--- config.mk ---
export PLATFORM = sky130hd
export DESIGN_NAME = load_store_unit
export DESIGN_NICKNAME = d
export VERILOG_FILES = /design/src/rtl/load_store_unit.sv
export SDC_FILE = /design/constraint.sdc
export NUM_CORES = 1
export LEC_CHECK = 0
export CELL_PAD_IN_SITES_DETAIL_PLACEMENT = 1
export CELL_PAD_IN_SITES_GLOBAL_PLACEMENT = 1
export CORE_UTILIZATION = 40
export CTS_CLUSTER_DIAMETER = 150
export CTS_CLUSTER_SIZE = 16
export DETAILED_ROUTE_END_ITERATION = 6
export GPL_TIMING_DRIVEN = 0
export PLACE_DENSITY_LB_ADDON = 0.2
export SYNTH_ARGS = -nofsm -noshare
export SYNTH_HDL_FRONTEND = slang
export SYNTH_SLANG_ARGS = --single-unit
--- constraint.sdc ---
create_clock -name clk_in -period 6.8 [get_ports clk_in]
set_input_delay 1.7 -clock clk_in [delete_from_list [all_inputs] [get_ports clk_in]]
set_output_delay 1.7 -clock clk_in [all_outputs]
set_load 0.1 [all_outputs]
--- src/rtl/load_store_unit.sv ---
// Data-memory initiator: one outstanding load/store, sub-word extract/extend on loads
// and read-modify-write for sub-word stores, result returned on a valid/ready channel.
module load_store_unit #(
  parameter int ADDR_WIDTH      = 64,
  parameter int DATA_WIDTH      = 64,
  parameter int WORD_BYTES_2POW = 3
) (
  input  logic                  clk_in,
  input  logic                  reset,
  input  logic                  req_valid_in,
  output logic                  req_ready_out,
  input  logic                  req_write_in,
  input  logic [1:0]            req_size_in,
  input  logic                  req_unsigned_in,
  input  logic [ADDR_WIDTH-1:0] req_address_in,
  input  logic [DATA_WIDTH-1:0] req_data_in,
  output logic                  resp_valid_out,
  input  logic                  resp_ready_in,
  output logic [DATA_WIDTH-1:0] resp_data_out,
  output logic                  resp_error_out,
  output logic [ADDR_WIDTH-1:0] mem_address_out,
  output logic [DATA_WIDTH-1:0] mem_data_out,
  output logic                  mem_writeEnable_out,
  output logic                  mem_readEnable_out,
  input  logic [DATA_WIDTH-1:0] mem_data_in
);
  localparam int NB = DATA_WIDTH / 8;
  localparam int OW = WORD_BYTES_2POW;

  typedef enum logic [2:0] {S_IDLE, S_LOAD, S_READ, S_WRITE, S_RESP} state_t;

  state_t                r_state, w_next;
  logic [1:0]            r_size;
  logic                  r_unsigned;
  logic [ADDR_WIDTH-1:0] r_addr;
  logic [DATA_WIDTH-1:0] r_data, r_wdata, r_rdata;
  logic                  r_err;

  logic                  w_accept, w_misal, w_mem_act;
  logic [OW-1:0]         w_req_off, w_align_mask, w_off;
  logic [OW+2:0]         w_shamt;
  logic [DATA_WIDTH-1:0] w_shifted, w_ld_ext, w_sdata_sh, w_merged;
  logic [NB-1:0]         w_bmask;

  assign w_accept     = req_valid_in && (r_state == S_IDLE);
  assign w_req_off    = req_address_in[OW-1:0];
  // Low offset bits that must be zero for the requested size.
  assign w_align_mask = OW'((1 << req_size_in) - 1);
  assign w_misal      = |(w_req_off & w_align_mask);

  always_ff @(posedge clk_in or negedge reset) begin
    if (!reset) r_state <= S_IDLE;
    else        r_state <= w_next;
  end

  always_comb begin
    w_next = r_state;
    case (r_state)
      S_IDLE: if (w_accept) begin
        if (w_misal)                 w_next = S_RESP;
        else if (!req_write_in)      w_next = S_LOAD;
        else if (req_size_in == 2'b11) w_next = S_WRITE;
        else                         w_next = S_READ;
      end
      S_LOAD:  w_next = S_RESP;
      S_READ:  w_next = S_WRITE;
      S_WRITE: w_next = S_RESP;
      S_RESP:  if (resp_ready_in) w_next = S_IDLE;
      default: w_next = S_IDLE;
    endcase
  end

  assign w_off      = r_addr[OW-1:0];
  assign w_shamt    = {w_off, 3'b000};
  assign w_shifted  = mem_data_in >> w_shamt;
  assign w_sdata_sh = r_data << w_shamt;
  assign w_bmask    = NB'((1 << (1 << r_size)) - 1) << w_off;

  always_comb begin
    w_ld_ext = w_shifted;
    case (r_size)
      2'b00: w_ld_ext = {{(DATA_WIDTH-8){~r_unsigned & w_shifted[7]}},   w_shifted[7:0]};
      2'b01: w_ld_ext = {{(DATA_WIDTH-16){~r_unsigned & w_shifted[15]}}, w_shifted[15:0]};
      2'b10: w_ld_ext = {{(DATA_WIDTH-32){~r_unsigned & w_shifted[31]}}, w_shifted[31:0]};
      default: w_ld_ext = w_shifted;
    endcase
  end

  // Little-endian lane merge: selected lanes take shifted store data, others keep memory.
  for (genvar k = 0; k < NB; k++) begin : g_lane
    assign w_merged[8*k +: 8] = w_bmask[k] ? w_sdata_sh[8*k +: 8] : mem_data_in[8*k +: 8];
  end

  always_ff @(posedge clk_in or negedge reset) begin
    if (!reset) begin
      r_size     <= '0;
      r_unsigned <= 1'b0;
      r_addr     <= '0;
      r_data     <= '0;
      r_wdata    <= '0;
      r_rdata    <= '0;
      r_err      <= 1'b0;
    end else begin
      if (w_accept) begin
        r_size     <= req_size_in;
        r_unsigned <= req_unsigned_in;
        r_addr     <= req_address_in;
        r_data     <= req_data_in;
        r_wdata    <= req_data_in;  // double stores write this verbatim
        r_rdata    <= '0;
        r_err      <= w_misal;
      end
      if (r_state == S_LOAD) r_rdata <= w_ld_ext;
      if (r_state == S_READ) r_wdata <= w_merged;
    end
  end

  // Memory port is decoded purely from state and latched fields.
  assign w_mem_act           = (r_state == S_LOAD) || (r_state == S_READ) || (r_state == S_WRITE);
  assign mem_readEnable_out  = (r_state == S_LOAD) || (r_state == S_READ);
  assign mem_writeEnable_out = (r_state == S_WRITE);
  assign mem_address_out     = w_mem_act ? {r_addr[ADDR_WIDTH-1:OW], {OW{1'b0}}} : '0;
  assign mem_data_out        = (r_state == S_WRITE) ? r_wdata : '0;

  assign req_ready_out  = (r_state == S_IDLE);
  assign resp_valid_out = (r_state == S_RESP);
  assign resp_data_out  = (r_state == S_RESP) ? r_rdata : '0;
  assign resp_error_out = (r_state == S_RESP) && r_err;
endmodule
==> run metrics, run 1 <==
outcome finished, violations left; violated checks DRC; # hold bufs at CTS 0; synthesized flop and latch total ~260; Hold Crit Start r_addr[57]; worst path cell trace buf_2, inv_1, nor3b_1, clkbuf_1, clkbuf_1, and2_1, clkdlybuf4s50_1; area of the die 39990 sq um; P_leak 9.507 nW; detailed placer's ending HPWL 61230 microns; period utilisation layout 95.49%; max cap viols 0; Clock Tree Root clkbuf_16; Final Hold Viols 0; Netlist cell types between 50 and 60; Worst EP arrival around 4.8 ns; Post-synth EDFFs 0; met1 Use GR 48.83%; power density cells 517.6 nW/um^2; slew at the pin closest to its max-slew limit 1.074 ns; Post-synth top cells nand2_1, dfrtp_1, and2_1; top cell type's share of synthesized area 41.98%; Mapped Avg Cell Area 8.580 sq um; cts bufs inserted 20; cell mode on critical path clkbuf_1; vias in the first global route 16940; Die Y between 150 and 200 microns; Worst Path Max Fanout 10; R2R depth 9; core box area approximately 39000 sq um; Worst path max stage delay around 1.2 ns; Post-CTS Setup Bufs 0; Core Rows 72; initial antenna violation count 3; Synth Instances around 1800; gpl congestion roughly 1.1; Yosys Warn Count 0; count of final setup violators 0; fmax approximately 150 MHz; CP Launch Type register; Initial Util roughly two fifths; post-synth top area cell dfrtp_1; I/O Pins 397; share of layout cells above drive strength 1 8.148%; Rel. slew slack between 20% and 30%; Final ANT Viol Nets 0; Worst IR Drop VDD ~0.00027 V; main flop type after synthesis dfrtp_1; DR WL/cell roughly 27 microns; DRC 1; CP bufs+invs 5; clock sinks 263; Crit Path Class register to primary output; R2R Path End r_wdata[31]; CP max stage cell clkdlybuf4s50_1; Area growth, synth to finish 33.10%; Clk pin slew, worst setup/hold paths 0.08 ns; M2 GR Usage 62.56%; Clock Tree Buf Depth 3; Tot GR Track Use 37.99%; worst r2r src r_size[0]; DRC violation total after the first TritonRoute iteration 1332; sequential share of the synthesized area 41.98%; post-CTS sizing 0; drt total wl 75770 microns; # H-tree levels 1; Buffers on Ports just under 400; r2r setup slk 3.66 ns; Crit. End Element primary output; Die X-Extent ~200 microns; first-pass GRT wire length 110200 microns; Hold EP r_addr[57]; setup TNS 0 ns; most numerous cell in the Yosys netlist nand2_1; ys async rst share 100.0%; Worst Hold Depth 2; routed via count 16170; DR vias/cell 5.847; Crit path max-delay family buffers and inverters; Fin Clk Skew 0.02801 ns; pin count of the biggest net entering global routing 98; post-route minimum period ~6.5 ns; Worst EP required 5.10 ns; CTS tree done; total power ~0.011 W; hold crit path type register to register; total global routing overflow 0; Worst-Skew Late Latency 0.55 ns; Layout Nets between 2000 and 2500; global routing's busiest layer met2; Critical Path Start r_state[0]; main area contributors after synthesis dfrtp_1, nand2_1, and2_1, mux2i_1, mux4_2; RSZ-0062 raised after global routing no; Mapped Area 15680 sq um; GR Util met3 7.510%; max-slew violations 0; drt pass-1 iters 7
==> power by group <==
part	internal, W	switching, W
registers	0.00227	0.000613
clock network	0.000549	0.000584
logic	0.00217	0.00462
total	0.00499	0.00581
==> through the flow <==
step           area, sq um  util (%)  setup WS (ns)  instances  hold slack, ns
3_3_place_gp         20270     52.44         -7.333       2740          0.4509
4_1_cts              20860     53.98         0.3851       2764          0.4701
5_1_grt              20870     53.99         0.3803       2765          0.4987
3_5_place_dp         20330     52.59         0.9548       2742          0.4548
2_1_floorplan        15680         -          2.177       1829          0.4374
6_report             20870     53.99         0.3064       2765          0.4669
==> cell families (layout without fill, tap and decap cells) <==
logic type,count (synthesis),after routing,share of synthesized area [%]
muxes,154,154,12.79
buffers and inverters,169,586,4.877
DFF,263,263,41.98
other,1,4,0.02392
and+or+nand+nor,878,878,25.79
AOI/OAI and AO/OA,361,361,14.46
adders and majority gates,1,1,0.07980
==> worst max-delay path by stage <==
stage                            end  depth (start not counted)  slack (ns)
floorplan              req_ready_out                          4        2.18
finish              mem_data_out[47]                          7        0.31
global route        mem_data_out[47]                          7        0.38
global placement          r_addr[47]                          1       -7.33
CTS                 mem_data_out[47]                          7        0.39
detailed placement  mem_data_out[47]                          7        0.95
==> cells in the final DEF (no fill, tap or decap), drive strengths merged, types with 2 or more instances in the layout <==
master and count:
a211oi 9, a21o 3, a21oi 108, a221o 7, a22o 2, a22oi 25, a31oi 3, and2 130
and3 98, buf 72, clkbuf 108, clkdlybuf4s50 392, conb 3, dfrtp 263, inv 14, mux2 40
mux2i 81, mux4 33, nand2 538, nand2b 14, nand3 16, nor2 51, nor2b 12, nor3 5
nor3b 5, o211a 9, o211ai 10, o21ai 120, o221a 8, o221ai 8, o22ai 17, o2bb2ai 8
o31ai 10, o32ai 8, or3 2, or4b 2
==> metal layers <==
layer / part of all wire, % / vias up / wire length, microns
met3: 7.9 / 172 / 5983
met5: 0.015 / - / 11
met2: 47 / 719 / 35300
li1: - / 7070 / -
met4: 4.6 / 2 / 3492
met1: 41 / 8205 / 30990
==> flip-flops by register name (all words and copies together) (netlist names) <==
signal	count
r_addr	64
r_data	64
r_err	1
r_rdata	64
r_size	2
r_state	3
r_unsigned	1
r_wdata	64
==> area by class of cell <==
type | instances | area, sq um
well taps | 518 | 648.1
flip-flops and latches | 263 | 6581
fillers | 4546 | 17780
multi-input cells | 1397 | 8338
inverters | 13 | 48.80
repair buffers | 395 | 3994
clock inverters | 1 | 11.26
diodes | 1 | 2.502
plain buffers | 156 | 715.7
clock buffers | 21 | 525.5
==> worst min-delay path: stages (launching register included) <==
cell and delay [ns]:
dfrtp_1 0.33, nand2_1 0.05, nand2_1 0.05
No activity file was read; power rests on OpenSTA's default activity.
==> run 2, diff against run 1 <==
--- a/config.mk
+++ b/config.mk
@@ -5,9 +5,7 @@
 export SDC_FILE = /design/constraint.sdc
 export NUM_CORES = 1
 export LEC_CHECK = 0
-export CELL_PAD_IN_SITES_DETAIL_PLACEMENT = 1
-export CELL_PAD_IN_SITES_GLOBAL_PLACEMENT = 1
-export CORE_UTILIZATION = 40
+export CORE_UTILIZATION = 52
 export CTS_CLUSTER_DIAMETER = 150
 export CTS_CLUSTER_SIZE = 16
 export DETAILED_ROUTE_END_ITERATION = 6
==> run 2 against run 1 <==
Effect of this change: the flow now finishes without violations; hold slack gained 0.0039 ns; routed wire length shrank 7.2%; largest cell class unchanged; clock skew shrank 0.018 ns; highest routed layer is now met4; global-route usage grew 7.7 points; largest power group unchanged; worst setup slack lost 0.11 ns.
==> run metrics, run 2 (synthesis gave the netlist of run 1 again) <==
outcome finished clean; ant diodes 0; Die X-Extent 175.6 microns; Clk pin slew, worst setup/hold paths 0.07 ns; Worst-Skew Late Latency 0.54 ns; fillers 2209; setup TNS 0 ns; R2R depth 10; hold crit path type register to register; initial antenna violation count 1; P_leak 9.502 nW; Tot GR Track Use 45.71%; Final ANT Viol Nets 0; most common cell after layout, fill and taps aside nand2_1; max-slew violations 0; post-route setup slack 0.1988 ns; post-CTS sizing 0; # hold bufs at CTS 0; Clock Tree Buf Depth 3; Core Rows 63; slew at the pin closest to its max-slew limit about 1.3 ns; drt total wl about 70000 microns; period utilisation layout ~97%; Clock Tree Root clkbuf_16; pre-CTS setup slack approximately 1.2 ns; count of final setup violators 0; DRC violation total after the first TritonRoute iteration 1961; core box area 29640 sq um; vias in the first global route 16440; design area 20690 sq um; Die Y 175.6 microns; routed via count 16620; I/O Pins 397; crit path capture mem_data_out[47]; commonest non-fill, non-tap cells in the layout nand2_1, clkdlybuf4s50_1, dfrtp_1, and2_1, o21ai_0; r2r setup slk 3.80 ns; area taken by multi-input logic gates about 8300 sq um; drt pass-1 iters 5; total global routing overflow 0; clock sinks 263; Layout Nets about 2400; power density cells 518.3 nW/um^2; Worst Path Max Fanout 10; Fin Clk Skew 0.009540 ns; max cap viols 0; area of the die ~30000 sq um; gpl congestion between 1 and 1.5; DR vias/cell about 6.3; DR WL/cell 26.68 microns; Area growth, synth to finish 32.01%; sequential cell area ~6600 sq um; Rel. slew slack 13.67%; Crit Path Class register to primary output; # H-tree levels 1; first-pass GRT wire length about 100000 microns; Placed Area between 20000 and 25000 sq um; detailed placer's ending HPWL roughly 55000 microns; Post-CTS Setup Bufs 0; Critical Path Start r_state[0]; R2R Path End r_wdata[41]; Worst EP required about 5.1 ns; share of layout cells above drive strength 1 8.148%; Initial Util between 50% and 60%; worst r2r src r_size[0]; post-route minimum period 6.601 ns; CTS tree done; Final Hold Viols 0; Worst IR Drop VDD 0.0004056 V; pin count of the biggest net entering global routing 126; cts bufs inserted 20; RSZ-0062 raised after global routing no; fmax 151.5 MHz; CP Launch Type register; DRC 0; Buffers on Ports 393; final core occ 69.82%; Worst EP arrival between 4 and 5 ns; Crit. End Element primary output
## run 2: changes by cell type in the layout (fill, tap and decap cells not counted), sizes merged
cell | before | now
clkbuf | 108 | 107
clkinv | 0 | 1
diode | 1 | 0
## run 2: area by class of cell
| class | instances | share of cell area [%] |
|---|---|---|
| Timing Repair Buffer | 395 | 19.30 |
| Tap cell | 390 | 2.358 |
| Clock inverter | 2 | 0.1330 |
| Clock buffer | 20 | 2.419 |
| Buffer | 156 | 3.458 |
| Multi-Input combinational cell | 1397 | 40.29 |
| Sequential cell | 263 | 31.80 |
| Inverter | 13 | 0.2358 |
## run 2: critical path, cell delays in order (launching register included)
cell and delay (ns):
dfrtp_1 0.33, buf_2 0.20, inv_1 0.11, nor3b_1 1.03, clkbuf_1 0.75, clkbuf_1 0.55, and2_1 0.23, clkdlybuf4s50_1 1.16
## run 2: per-stage QoR
step	hold WS (ns)	power, W	instances
detailed placement	0.4545	0.009374	2614
global route	0.4929	0.01114	2636
floorplan	0.4374	0.007207	1829
global placement	0.4498	0.009210	2612
finish	0.4708	0.01073	2636
CTS	0.4721	0.01051	2636
## run 2: layer usage
layer | vias to the layer above | part of all wire [%] | global-route usage (%)
met2 | 1219 | 46 | 74.04
met5 | - | 0 | 0
li1 | 7092 | - | -
met3 | 273 | 10 | 9.805
met4 | 0 | 7.0 | 27.61
met1 | 8034 | 37 | 56.06
## run 2: report_power, final
part | switching, W | total, W | internal [W] | leakage [nW]
clock network | 0.000575 | 0.00110 | 0.000529 | 0.259
logic | 0.00457 | 0.00674 | 0.00216 | 5.93
registers | 0.000611 | 0.00288 | 0.00227 | 3.31
total | 0.00576 | 0.0107 | 0.00497 | 9.50
## run 2: worst min-delay path by stage
stage / startpoint / end / slack [ns] / cells past startpoint
6_report: r_addr[6] / r_addr[6] / 0.47 / 2
5_1_grt: r_addr[6] / r_addr[6] / 0.49 / 2
4_1_cts: r_addr[4] / r_addr[4] / 0.47 / 2
2_1_floorplan: r_addr[10] / r_addr[10] / 0.44 / 2
3_5_place_dp: r_addr[44] / r_addr[44] / 0.45 / 2
3_3_place_gp: r_addr[32] / r_addr[32] / 0.45 / 2
==> run 3, diff against run 2 <==
--- a/config.mk
+++ b/config.mk
@@ -5,7 +5,7 @@
 export SDC_FILE = /design/constraint.sdc
 export NUM_CORES = 1
 export LEC_CHECK = 0
-export CORE_UTILIZATION = 52
+export CORE_UTILIZATION = 45
 export CTS_CLUSTER_DIAMETER = 150
 export CTS_CLUSTER_SIZE = 16
 export DETAILED_ROUTE_END_ITERATION = 6
==> constraint.sdc (replaced) <==
create_clock -name clk_in -period 5.7 [get_ports clk_in]
set_input_delay 1.425 -clock clk_in [delete_from_list [all_inputs] [get_ports clk_in]]
set_output_delay 1.425 -clock clk_in [all_outputs]
set_load 0.1 [all_outputs]
==> run 3 against run 2 <==
Effect of this change: critical path depth did not move; clock power rose by 22%; utilization fell by 8.3 points; critical path type unchanged; sequential cell count did not move; largest cell class unchanged; routed wire length rose by 1.6%.
==> run metrics, run 3 (synthesis gave the netlist of run 1 again) <==
outcome finished clean; routed via count 16250; most common cell after layout, fill and taps aside nand2_1; Worst EP arrival 4.18 ns; Hold EP r_addr[10]; Buffers on Ports 393; fillers 2888; share of layout cells above drive strength 1 8.192%; RSZ-0062 raised after global routing no; Tot GR Track Use 39.84%; pre-CTS setup slack 0.2765 ns; cts bufs inserted 20; power density cells 613.6 nW/um^2; DR vias/cell 6.031; P_leak 9.958 nW; R2R Path End r_wdata[31]; area of the die between 30000 and 40000 sq um; Layout Nets 2447; initial antenna violation count 4; # H-tree levels 1; post-route setup slack 0.09615 ns; hold crit path type register to register; detailed placer's ending HPWL roughly 57000 microns; Hold Crit Start r_addr[10]; Initial Util a little under half; worst r2r src r_size[0]; clock sinks 263; Die Y 188.6 microns; Crit Path Class register to primary output; setup TNS 0 ns; slew at the pin closest to its max-slew limit between 1 and 1.5 ns; Die X-Extent 188.6 microns; CP Launch Type register; pin count of the biggest net entering global routing 108; Worst-Skew Late Latency 0.56 ns; first-pass GRT wire length 104600 microns; DRC 0; drt pass-1 iters 5; R2R depth 9; CTS tree done; Final Hold Viols 0; count of final setup violators 0; DRC violation total after the first TritonRoute iteration 1528; commonest non-fill, non-tap cells in the layout nand2_1, clkdlybuf4s50_1, dfrtp_1, and2_1, o21ai_0; total global routing overflow 0; I/O Pins 397; core box area approximately 34000 sq um; DR WL/cell 26.52 microns; Worst IR Drop VDD approximately 0.00038 V; Core Rows 67; Area growth, synth to finish 32.92%; Rel. slew slack 29.64%; Worst Path Max Fanout 10; Clk pin slew, worst setup/hold paths about 0.07 ns; Clock Tree Buf Depth 3; Worst Hold Depth 2; Final ANT Viol Nets 0; Hold WS around 0.47 ns; fmax 178.4 MHz; max-slew violations 0; Clock Tree Root clkbuf_16; Crit. End Element primary output; Fin Clk Skew 0.03383 ns; vias in the first global route ~16000; max cap viols 0; gpl congestion about 1.0; # hold bufs at CTS 0; Critical Path Start r_state[0]; post-route minimum period 5.604 ns; period utilisation layout 98.31%; Worst EP required 4.28 ns; drt total wl 71480 microns; r2r setup slk 2.58 ns
[run 3: cell types whose count changed in the layout (fill, tap and decap cells not counted)]
| cell | change |
|---|---|
| clkbuf_1 | -1 |
| clkbuf_2 | +1 |
| clkdlybuf4s50_1 | -27 |
| clkinv_16 | +1 |
| clkinv_8 | -1 |
| diode_2 | +1 |
| dlygate4sd2_1 | +4 |
| dlymetal6s2s_1 | +23 |
[run 3: per-stage QoR]
stage	std cells	util (%)	area, sq um	total power, W
floorplan	1829	-	15680	0.008597
global placement	2670	59.58	20180	0.01114
detailed placement	2672	59.76	20240	0.01126
CTS	2694	61.35	20780	0.01262
global route	2694	61.52	20830	0.01337
finish	2695	61.52	20840	0.01279
[run 3: worst max path at each step]
| stage | end | slack (ns) |
|---|---|---|
| 3_3_place_gp | r_addr[45] | -7.82 |
| 6_report | mem_data_out[42] | 0.1 |
| 4_1_cts | mem_data_out[46] | 0.002 |
| 5_1_grt | mem_data_out[40] | 0.007 |
| 3_5_place_dp | mem_data_out[47] | 0.28 |
| 2_1_floorplan | req_ready_out | 1.35 |
[run 3: per-layer routing]
layer / vias up / global-route usage, % / share of wire (%)
met4: 2 / 18.64 / 5.6
met3: 200 / 7.972 / 9.1
met1: 7976 / 51.05 / 39
li1: 7095 / - / -
met2: 980 / 64.72 / 46
met5: - / 0 / 0.018
[run 3: where the power goes]
group	leakage, nW	internal, W	total, W	switching, W
Clock	0.264	0.000636	0.00134	0.000704
Sequential	3.31	0.00271	0.00341	0.000701
Combinational	6.39	0.00258	0.00803	0.00545
Total	9.96	0.00593	0.0128	0.00686
[run 3: worst max-delay path, cell delays in order, from the launching register on]
cell and delay (ns):
dfrtp_1 0.32, buf_2 0.22, inv_1 0.11, nor3b_1 0.74
clkbuf_2 0.52, clkbuf_1 0.41, and2_1 0.19, clkdlybuf4s50_1 1.13
[run 3: layout make-up]
class	count	area (sq um)	share of cell area, %
antenna	1	2.502	0.01201
buffer	156	716.9	3.441
clock buffer	20	500.5	2.402
clock inverter	2	41.29	0.1982
inverter	13	48.80	0.2342
multi-input combinational	1397	8338	40.02
sequential	263	6581	31.59
tap	448	560.5	2.690
timing repair buffer	395	4046	19.42
[run 3: timing repair]
| action | CTS | global route |
|---|---|---|
| gates resized for setup | 5 | 23 |
| endpoints found under the setup margin | 50 | 23 |
| cloned | 0 | 0 |
| buffers inserted | 0 | 0 |
| endpoints found under the hold margin | 0 | 0 |
